==> src/rtl/taillight_pkg.sv <==
// taillight_pkg: shared light-mode encodings, switch sample layout and limits
// for the tail-light sequencer and its output decoder.
package taillight_pkg;

  localparam int unsigned ST_W  = 4;
  localparam int unsigned CNT_W = 3;
  localparam int unsigned HAZ_W = 3;

  localparam logic [ST_W-1:0] S_IDLE    = 4'b0000;
  localparam logic [ST_W-1:0] S_HAZARD  = 4'b0001;
  localparam logic [ST_W-1:0] S_TURN    = 4'b0010;
  localparam logic [ST_W-1:0] S_BRAKE   = 4'b0011;
  localparam logic [ST_W-1:0] S_RIGHT   = 4'b0100;
  localparam logic [ST_W-1:0] S_LEFT    = 4'b0101;
  localparam logic [ST_W-1:0] S_B_RIGHT = 4'b0110;
  localparam logic [ST_W-1:0] S_B_LEFT  = 4'b0111;

  localparam logic [CNT_W-1:0] COUNT_MAX = 3'd5;
  localparam logic [HAZ_W-1:0] HAZ_ON    = 3'b111;

  typedef enum logic [ST_W-1:0] {
    ST_IDLE    = S_IDLE,
    ST_HAZARD  = S_HAZARD,
    ST_TURN    = S_TURN,
    ST_BRAKE   = S_BRAKE,
    ST_RIGHT   = S_RIGHT,
    ST_LEFT    = S_LEFT,
    ST_B_RIGHT = S_B_RIGHT,
    ST_B_LEFT  = S_B_LEFT
  } light_state_e;

  // One sample of the four driver switches.
  typedef struct packed {
    logic hazard_sw;
    logic brake;
    logic left;
    logic right;
  } sw_sample_t;

  // True for the four sweep states (with or without brake).
  function automatic logic is_turn(input logic [ST_W-1:0] s);
    return (s == S_LEFT) || (s == S_B_LEFT) || (s == S_RIGHT) || (s == S_B_RIGHT);
  endfunction

  // True when a sweep state points left; only meaningful when is_turn(s).
  function automatic logic is_left_dir(input logic [ST_W-1:0] s);
    return (s == S_LEFT) || (s == S_B_LEFT);
  endfunction

endpackage

==> src/rtl/taillight_fsm_tick_gen.sv <==
// tick_gen: free-running divider producing a one-clk animation tick every
// TICK_DIV clocks. The tick is registered and lines up with the divider's
// terminal count, so the first tick takes effect TICK_DIV edges after reset.
module tick_gen #(
  parameter int unsigned TICK_DIV = 12_500_000
) (
  input  logic clk,
  input  logic rst,
  output logic tick
);

  localparam int unsigned CW = $clog2(TICK_DIV);
  localparam logic [CW-1:0] LAST = CW'(TICK_DIV - 1);
  localparam logic [CW-1:0] PRE  = CW'(TICK_DIV - 2);

  logic [CW-1:0] r_cnt;
  logic          r_tick;

  // Divider count 0..TICK_DIV-1 with the tick raised one clk ahead so it is high at LAST.
  always_ff @(posedge clk or posedge rst) begin
    if (rst) begin
      r_cnt  <= '0;
      r_tick <= 1'b0;
    end else begin
      r_cnt  <= (r_cnt == LAST) ? '0 : r_cnt + CW'(1);
      r_tick <= (r_cnt == PRE);
    end
  end

  assign tick = r_tick;

endmodule

==> src/rtl/taillight_fsm.sv <==
// taillight_fsm: light-mode sequencer feeding the tail-light decoder.
// Optional macro TAILLIGHT_INSYNC_EN inserts a two-flop synchronizer on each
// switch; without it the switches drive the next-state logic directly.
module taillight_fsm
  import taillight_pkg::*;
#(
  parameter int unsigned TICK_DIV = 12_500_000
) (
  input  logic             clk,
  input  logic             rst,
  input  logic             left,
  input  logic             right,
  input  logic             hazard_sw,
  input  logic             brake,
  output logic [ST_W-1:0]  CurrentState,
  output logic [CNT_W-1:0] counter,
  output logic [HAZ_W-1:0] hazard
);

  sw_sample_t       w_sw_raw;
  sw_sample_t       w_sw;
  logic             w_tick;
  light_state_e     r_state;
  light_state_e     w_next;
  logic [CNT_W-1:0] r_counter;
  logic [CNT_W-1:0] w_counter_next;
  logic [HAZ_W-1:0] r_hazard;
  logic [HAZ_W-1:0] w_hazard_next;

  assign w_sw_raw.hazard_sw = hazard_sw;
  assign w_sw_raw.brake     = brake;
  assign w_sw_raw.left      = left;
  assign w_sw_raw.right     = right;

`ifdef TAILLIGHT_INSYNC_EN
  sw_sample_t r_sync1;
  sw_sample_t r_sync2;

  // Two-flop synchronizer for the asynchronous switch inputs.
  always_ff @(posedge clk or posedge rst) begin
    if (rst) begin
      r_sync1 <= '0;
      r_sync2 <= '0;
    end else begin
      r_sync1 <= w_sw_raw;
      r_sync2 <= r_sync1;
    end
  end

  assign w_sw = r_sync2;
`else
  assign w_sw = w_sw_raw;
`endif

  tick_gen #(
    .TICK_DIV (TICK_DIV)
  ) u_tick_gen (
    .clk  (clk),
    .rst  (rst),
    .tick (w_tick)
  );

  // State, sweep counter and blink pattern registers.
  always_ff @(posedge clk or posedge rst) begin
    if (rst) begin
      r_state   <= ST_IDLE;
      r_counter <= '0;
      r_hazard  <= '0;
    end else begin
      r_state   <= w_next;
      r_counter <= w_counter_next;
      r_hazard  <= w_hazard_next;
    end
  end

  // Next state from switches (first match wins), then counter/blink next values.
  always_comb begin
    w_next         = ST_IDLE;
    w_counter_next = '0;
    w_hazard_next  = '0;

    case (r_state)
      ST_IDLE, ST_HAZARD, ST_BRAKE, ST_RIGHT, ST_LEFT, ST_B_RIGHT, ST_B_LEFT: begin
        if (w_sw.hazard_sw || (w_sw.left && w_sw.right)) begin
          w_next = ST_HAZARD;
        end else if (w_sw.brake && w_sw.left) begin
          w_next = ST_B_LEFT;
        end else if (w_sw.brake && w_sw.right) begin
          w_next = ST_B_RIGHT;
        end else if (w_sw.left) begin
          w_next = ST_LEFT;
        end else if (w_sw.right) begin
          w_next = ST_RIGHT;
        end else if (w_sw.brake) begin
          w_next = ST_BRAKE;
        end else begin
          w_next = ST_IDLE;
        end
      end
      // Reserved Turn and any corrupted encoding recover to Idle.
      default: w_next = ST_IDLE;
    endcase

    // Sweep restarts on entry or direction change; brake toggling keeps its phase.
    if (is_turn(w_next)) begin
      if (!is_turn(r_state) || (is_left_dir(w_next) != is_left_dir(r_state))) begin
        w_counter_next = '0;
      end else if (w_tick) begin
        w_counter_next = (r_counter >= COUNT_MAX) ? '0 : r_counter + CNT_W'(1);
      end else begin
        w_counter_next = r_counter;
      end
    end

    // Blink starts lit on entry, then inverts every tick while hazard holds.
    if (w_next == ST_HAZARD) begin
      if (r_state != ST_HAZARD) begin
        w_hazard_next = HAZ_ON;
      end else if (w_tick) begin
        w_hazard_next = ~r_hazard;
      end else begin
        w_hazard_next = r_hazard;
      end
    end
  end

  assign CurrentState = r_state;
  assign counter      = r_counter;
  assign hazard       = r_hazard;

endmodule

==> config.mk <==
export PLATFORM = sky130hd
export DESIGN_NAME = taillight_fsm
export DESIGN_NICKNAME = d
export VERILOG_FILES = /design/src/rtl/taillight_pkg.sv /design/src/rtl/taillight_fsm_tick_gen.sv /design/src/rtl/taillight_fsm.sv
export SDC_FILE = /design/constraint.sdc
export NUM_CORES = 1
export LEC_CHECK = 0
export ABC_AREA = 1
export CAP_MARGIN = 20
export CORE_ASPECT_RATIO = 0.9
export CORE_MARGIN = 2
export CORE_UTILIZATION = 50
export CTS_BUF_LIST = sky130_fd_sc_hd__clkbuf_16
export DETAILED_ROUTE_END_ITERATION = 16
export GPL_TIMING_DRIVEN = 0
export PLACE_DENSITY = 0.75
export SLEW_MARGIN = 20
export SYNTH_ARGS = -nofsm -noshare
export SYNTH_HDL_FRONTEND = slang
export SYNTH_HIERARCHICAL = 1
export SYNTH_SLANG_ARGS = --single-unit
==> constraint.sdc <==
create_clock -name clk -period 3.65 [get_ports clk]
set_input_delay 0.9125 -clock clk [delete_from_list [all_inputs] [get_ports clk]]
set_output_delay 0.9125 -clock clk [all_outputs]
set_load 0.02 [all_outputs]
# [Yosys cells after proc, flatten, opt, wreduce, memory -nomap -nowiden]
# Cells that the tools add are included.
# Widths: inputs -> output; s select.
[totals] out_inout_bits=10 elab_cells=55 inputBits=6 register_bits=35
[op_classes] bitwise_logic=1 n_eq_ne=17 magnitude_cmp=1 n_mux=15 n_reduce_logical=14 addsub=2
[op_table] cell="$eq 24x24->1 const B" n=2
[op_table] cell="$mux 3" n=12
[op_table] cell="$eq 4x3->1 const B" n=8
[op_table] cell="$add 24x1->24 const B" n=1
[op_table] cell="$mux 24" n=1
[op_table] cell="$eq 4x1->1 const B" n=2
[op_table] cell="$logic_or 1x1->1" n=8
[op_table] cell="$reduce_or 7->1" n=1
[op_table] cell="$ne 3x1->1 const B" n=2
[op_table] cell="$eq 4x2->1 const B" n=1
[op_table] cell="$logic_not 4->1" n=1
[op_table] cell="$mux 4" n=1
[op_table] cell="$ne 4x1->1 const B" n=1
[op_table] cell="$add 3x1->3 const B" n=1
[op_table] cell="$ge 3x3->1 const B" n=1
[op_table] cell="$logic_and 1x1->1" n=3
[op_table] cell="$not 3->3" n=1
[op_table] cell="$mux 2" n=1
[op_table] cell="$logic_not 1->1" n=1
[op_table] cell="$ne 1x1->1" n=1

# [Depth between registers and ports, before layout]
# Gate-level depths: netlist of the first run.
[logic_depth] depth_word=13 mapped_depth=9 depth_no_buf=8

# [Hierarchy]
# The synthesis of the first run kept the hierarchy.
[by_module_without_submodules] module="tick_gen" instances=1 cells_each=192 area_each_um2=1451.4
[by_module_without_submodules] module="taillight_fsm" instances=1 cells_each=66 area_each_um2=558.0

# [Worst setup path after synthesis of the first run]
# Ideal clock, no wire load.
[synth_path] path_type="input to register" start="in right" end="reg r_counter[0] (netlist: counter[0])" setup_time_ps=117 n_path_buf=0 arrival_time_ps=1415 setup_slack_ps=2119 cell_stages=6 cell_sequence="nor2_2 > nor2_2 > nand3_1 > nand2_1 > nand3_2 > nor2_1"
[synth_between] elab_chain_len=12 elab_cells_between_ends=21 cone_classes="eq/ne (6); mux (8); reduce/logical (7)"
[synth_rtl] element="start: declaration" line="taillight_fsm.sv:12" text="input logic right,"
[synth_rtl] element="$mux 3" line="taillight_fsm.sv:92" text="end else if (w_sw.right) begin"
[synth_rtl] element="$mux 3" line="taillight_fsm.sv:90" text="end else if (w_sw.left) begin"
[synth_rtl] element="$mux 3" line="taillight_fsm.sv:88" text="end else if (w_sw.brake && w_sw.right) begin"
[synth_rtl] element="$mux 3" line="taillight_fsm.sv:86" text="end else if (w_sw.brake && w_sw.left) begin"
[synth_rtl] element="$mux 3 (*)" line="taillight_fsm.sv:84" text="if (w_sw.hazard_sw || (w_sw.left && w_sw.right)) begin"
[synth_rtl] element="$mux 4 (*)" line="taillight_fsm.sv:82" text="case (r_state)"
[synth_rtl] element="$eq 4x3->1" line="taillight_pkg.sv:42, taillight_pkg.sv:47"
[synth_rtl] element="$logic_or 1x1->1" line="taillight_pkg.sv:42, taillight_pkg.sv:47"
[synth_rtl] element="$ne 1x1->1" line="taillight_fsm.sv:106" text="if (!is_turn(r_state) || (is_left_dir(w_next) != is_left_dir(r_state))) begin"
[synth_rtl] element="$logic_or 1x1->1" line="taillight_fsm.sv:106"
[synth_rtl] element="$mux 3" line="taillight_fsm.sv:106"
[synth_rtl] element="$mux 3" line="taillight_fsm.sv:105" text="if (is_turn(w_next)) begin"
[synth_rtl] element="end signal: assignment" line="taillight_fsm.sv:71" text="r_counter <= w_counter_next;"
[synth_rtl] element="end: declaration" line="taillight_fsm.sv:25" text="logic [CNT_W-1:0] r_counter;"
# Mark *: on every way between the ends. The rest lies on a longest branch, timed or not.
# A chain may end at the register's enable or synchronous reset.

# [Worst setup path in the final report of the first run]
[layout_path] start="reg r_counter[1] (netlist: counter[1])" end="out counter[1]"
[layout_lines] element="end: declaration" line="taillight_fsm.sv:16" text="output logic [CNT_W-1:0] counter,"
# No word-level cell between the ends.

==> results of run 1 <==
-- cell families after synthesis --
| family | share of synthesized area [%] |
|---|---|
| AO/OA/AOI/OAI | 5.105 |
| XOR/XNOR | 5.230 |
| adder cells (fa/ha/maj) | 2.491 |
| buffers and inverters | 8.094 |
| flip-flops | 42.34 |
| other | 0.1866 |
| AND/OR/NAND/NOR | 36.55 |
-- layout make-up --
class / count / area share [%]
Buffer: 3 / 1.014
Sequential cell: 34 / 36.29
Timing Repair Buffer: 14 / 5.977
Clock inverter: 3 / 0.5336
Clock buffer: 5 / 5.336
Inverter: 37 / 5.923
Multi-Input combinational cell: 184 / 42.48
Tap cell: 46 / 2.455
-- layer usage --
layer	track usage (%)	wire [µm]	vias up
met3	4.890	148	2
met2	30.14	1688	28
li1	-	-	841
met5	0	0	-
met1	26.42	1907	744
met4	8.019	36	0
-- worst min-delay path, cell delays in order, from the launching register on --
cell     delay [ns]
dfrtp_1        0.37
nand2_1        0.06
nand2_1        0.05
-- worst min-delay path by stage --
stage,end,depth (start not counted),slack (ns),start
after floorplan,u_tick_gen/r_cnt[22],2,0.46,u_tick_gen/r_cnt[22]
after global placement,u_tick_gen/r_cnt[22],2,0.49,u_tick_gen/r_cnt[22]
after detailed placement,u_tick_gen/r_cnt[22],2,0.49,u_tick_gen/r_cnt[22]
after CTS,u_tick_gen/r_cnt[22],2,0.51,u_tick_gen/r_cnt[22]
after global routing,u_tick_gen/r_cnt[22],2,0.52,u_tick_gen/r_cnt[22]
final,u_tick_gen/r_cnt[22],2,0.51,u_tick_gen/r_cnt[22]
-- state kept, by name (all words and copies together), names as in the netlist --
signal and cells:
CurrentState 3, u_tick_gen/tick 1, u_tick_gen/r_cnt 24, counter 3, hazard 3
-- cell usage in the layout (no fill, tap or decap) --
cell and n:
buf_4 1, nand2_2 10, inv_1 31, nand4_1 5, a21o_1 1, nor2_2 8, nor2_4 5, nand2_1 53
nand3_4 1, and3_1 1, clkinv_2 1, a21oi_1 6, nor2_1 43, o21ai_0 5, clkbuf_16 5, o211ai_2 2
o21bai_1 2, xor2_1 10, dfrtp_1 34, nand2_4 1, nand3_1 17, clkinv_1 2, xnor2_1 2, buf_6 1
nand3b_1 1, conb_1 1, clkdlybuf4s50_1 14, and2_1 1, inv_2 6, buf_2 1, nand3_2 3, nor3_1 2
ha_1 4
-- power breakdown --
part	total [mW]	switching, mW	internal (mW)
sequential	0.390	0.00576	0.384
combinational	0.0655	0.0384	0.0270
clock	0.390	0.144	0.246
total	0.845	0.188	0.657
==> metrics, run 1 <==
CP Depth 1; largest net degree at the start of global routing 26; post-route DRC violation count 0; drt pass-1 iters 5; CP delay by family, top buffers and inverters; Synth area leader dfrtp_1; Clock transition at path regs 0.05 ns; Finish-stage setup viols 0; Total GRT Usage 19.57%; Hold Buf Count CTS 0; reg2reg end u_tick_gen/r_cnt[19]; initial drt markers 122; Buf/Inv on CP 1; top cells by area, synth dfrtp_1 42%, nand2_1 9.9%, nor2_1 8.0%, inv_1 5.8%, xor2_1 4.4%; CP max-delay cell clkdlybuf4s50_1; total global routing overflow 0; initial core utilization 53.11%; Post-DRT Antenna Nets 0; worst path cell trace clkdlybuf4s50_1; Reg area 850.8 µm²; clk_lat worst skew 0.27 ns; Pleak 1.144 nW; total nets after synthesis 268; sequential-to-total area share from yosys stat 42.34%; placed instance area 2207 µm²; total number of vias 1615; R2R cell count 9; post-layout util 61.97%; I/O Buffers 14; RR Startpoint u_tick_gen/r_cnt[1]; dpl cells 318; Mapped Area 2009 µm²; Root Buffer clkbuf_16; Critical Path Fanout Max 5; Diodes inserted 0; multi-input logic area 996.0 µm²; worst hold path type reg2reg; H-tree Lvls 2; Tcrit/Tclk final 60.87%; Die Wd 70.83 µm; Fin Setup TNS 0 ns; cell with the most instances after synthesis nand2_1; pre-CTS WS 1.477 ns; Reg2Reg Setup Slack 2.20 ns; Post-Route WL 3780 µm; Non-Filler Instances 326; first-pass GRT wire length 6893 µm; peak supply drop 0.2608 mV; Worst Tran Pin Value 0.9295 ns; worst hold slack 0.5064 ns; Tmin final 2.222 ns; Final nets 289; Synth Register Bits 34; count of final hold-check violations 0; Final Wtd Congestion 0.8181; Syn Inst Count 258; fill cell count 353; CTS Sinks 34; Worst Setup SP counter[1]; CTS Buffer Depth 2; clock skew 0.003132 ns; CTS tree built; DP HPWL 2821 µm; overall power after layout 845.2 µW; Die ar. 4543 µm²; Max Cap Violations 0; Core ar. 3784 µm²; RSZ-0062 raised after global routing false; # rows 21; setup slack after layout 1.428 ns; pwr dens 360.5 nW/µm²; vias in the first global route 1560; CP Capture Type output port; max-slew violations 0; worst setup path end counter[1]; Arr. time, crit path 1.31 ns; YS warnings 6; Post-synth ARST share 100.0%; library cells used by synthesis 29; Worst Path Class, Setup reg2out; WP data required 2.74 ns; crit-path max cell delay 0.63 ns; Vias/cell 4.954; Post-synth EDFFs 0; top cells by count, synth 53 x nand2_1, 43 x nor2_1, 34 x dfrtp_1; critical path startpoint category flip-flop; Synth top area share 42.34%; Slew headroom 37.65%; TritonCTS Buffers 5; fraction of layout cells with a size suffix above 1 16.07%; final instance area 2345 µm²; Die Y-Extent 64.14 µm; CTS resizes 0; Area Overhead vs Synth 16.69%; Most used DFF post-synth dfrtp_1; fmax 450.1 MHz; Setup Fix Bufs, Post-CTS 0; initial antenna violation count 0; syn avg cell area 7.788 µm²; io pins 16; routed len/inst 11.60 µm; status complete, no violations
No activity file was read; power rests on OpenSTA's default activity.
==> run 2, diff against run 1 <==
clock period = 2.1 ns   (was 3.65 ns; I/O delays follow)
==> results of run 2 <==
Same layout as run 1 (identical final DEF). Status: complete, no violations.
Main changes from that run: setup slack after placement 1.477 ns -> 0.3146 ns; setup slack after layout 1.428 ns -> 0.2657 ns; register-to-register setup slack 2.20 ns -> 0.65 ns; total power 0.8452 mW -> 1.469 mW; worst IR drop on VDD 0.2608 mV -> 0.4533 mV
==> run 3, diff against run 2 <==
==> constraint.sdc (replaced) <==
create_clock -name clk -period 2.1 [get_ports clk]
set_input_delay 0.315 -clock clk [delete_from_list [all_inputs] [get_ports clk]]
set_output_delay 0.315 -clock clk [all_outputs]
set_load 0.02 [all_outputs]
==> results of run 3 <==
Same layout as run 1 (identical final DEF). Status: complete, no violations.
Main changes from that run: setup slack after placement 1.477 ns -> 0.5246 ns; setup slack after layout 1.428 ns -> 0.4757 ns; hold slack 0.5064 ns -> 0.3568 ns; register-to-register setup slack 2.20 ns -> 0.65 ns; total power 0.8452 mW -> 1.469 mW; worst IR drop on VDD 0.2608 mV -> 0.4533 mV
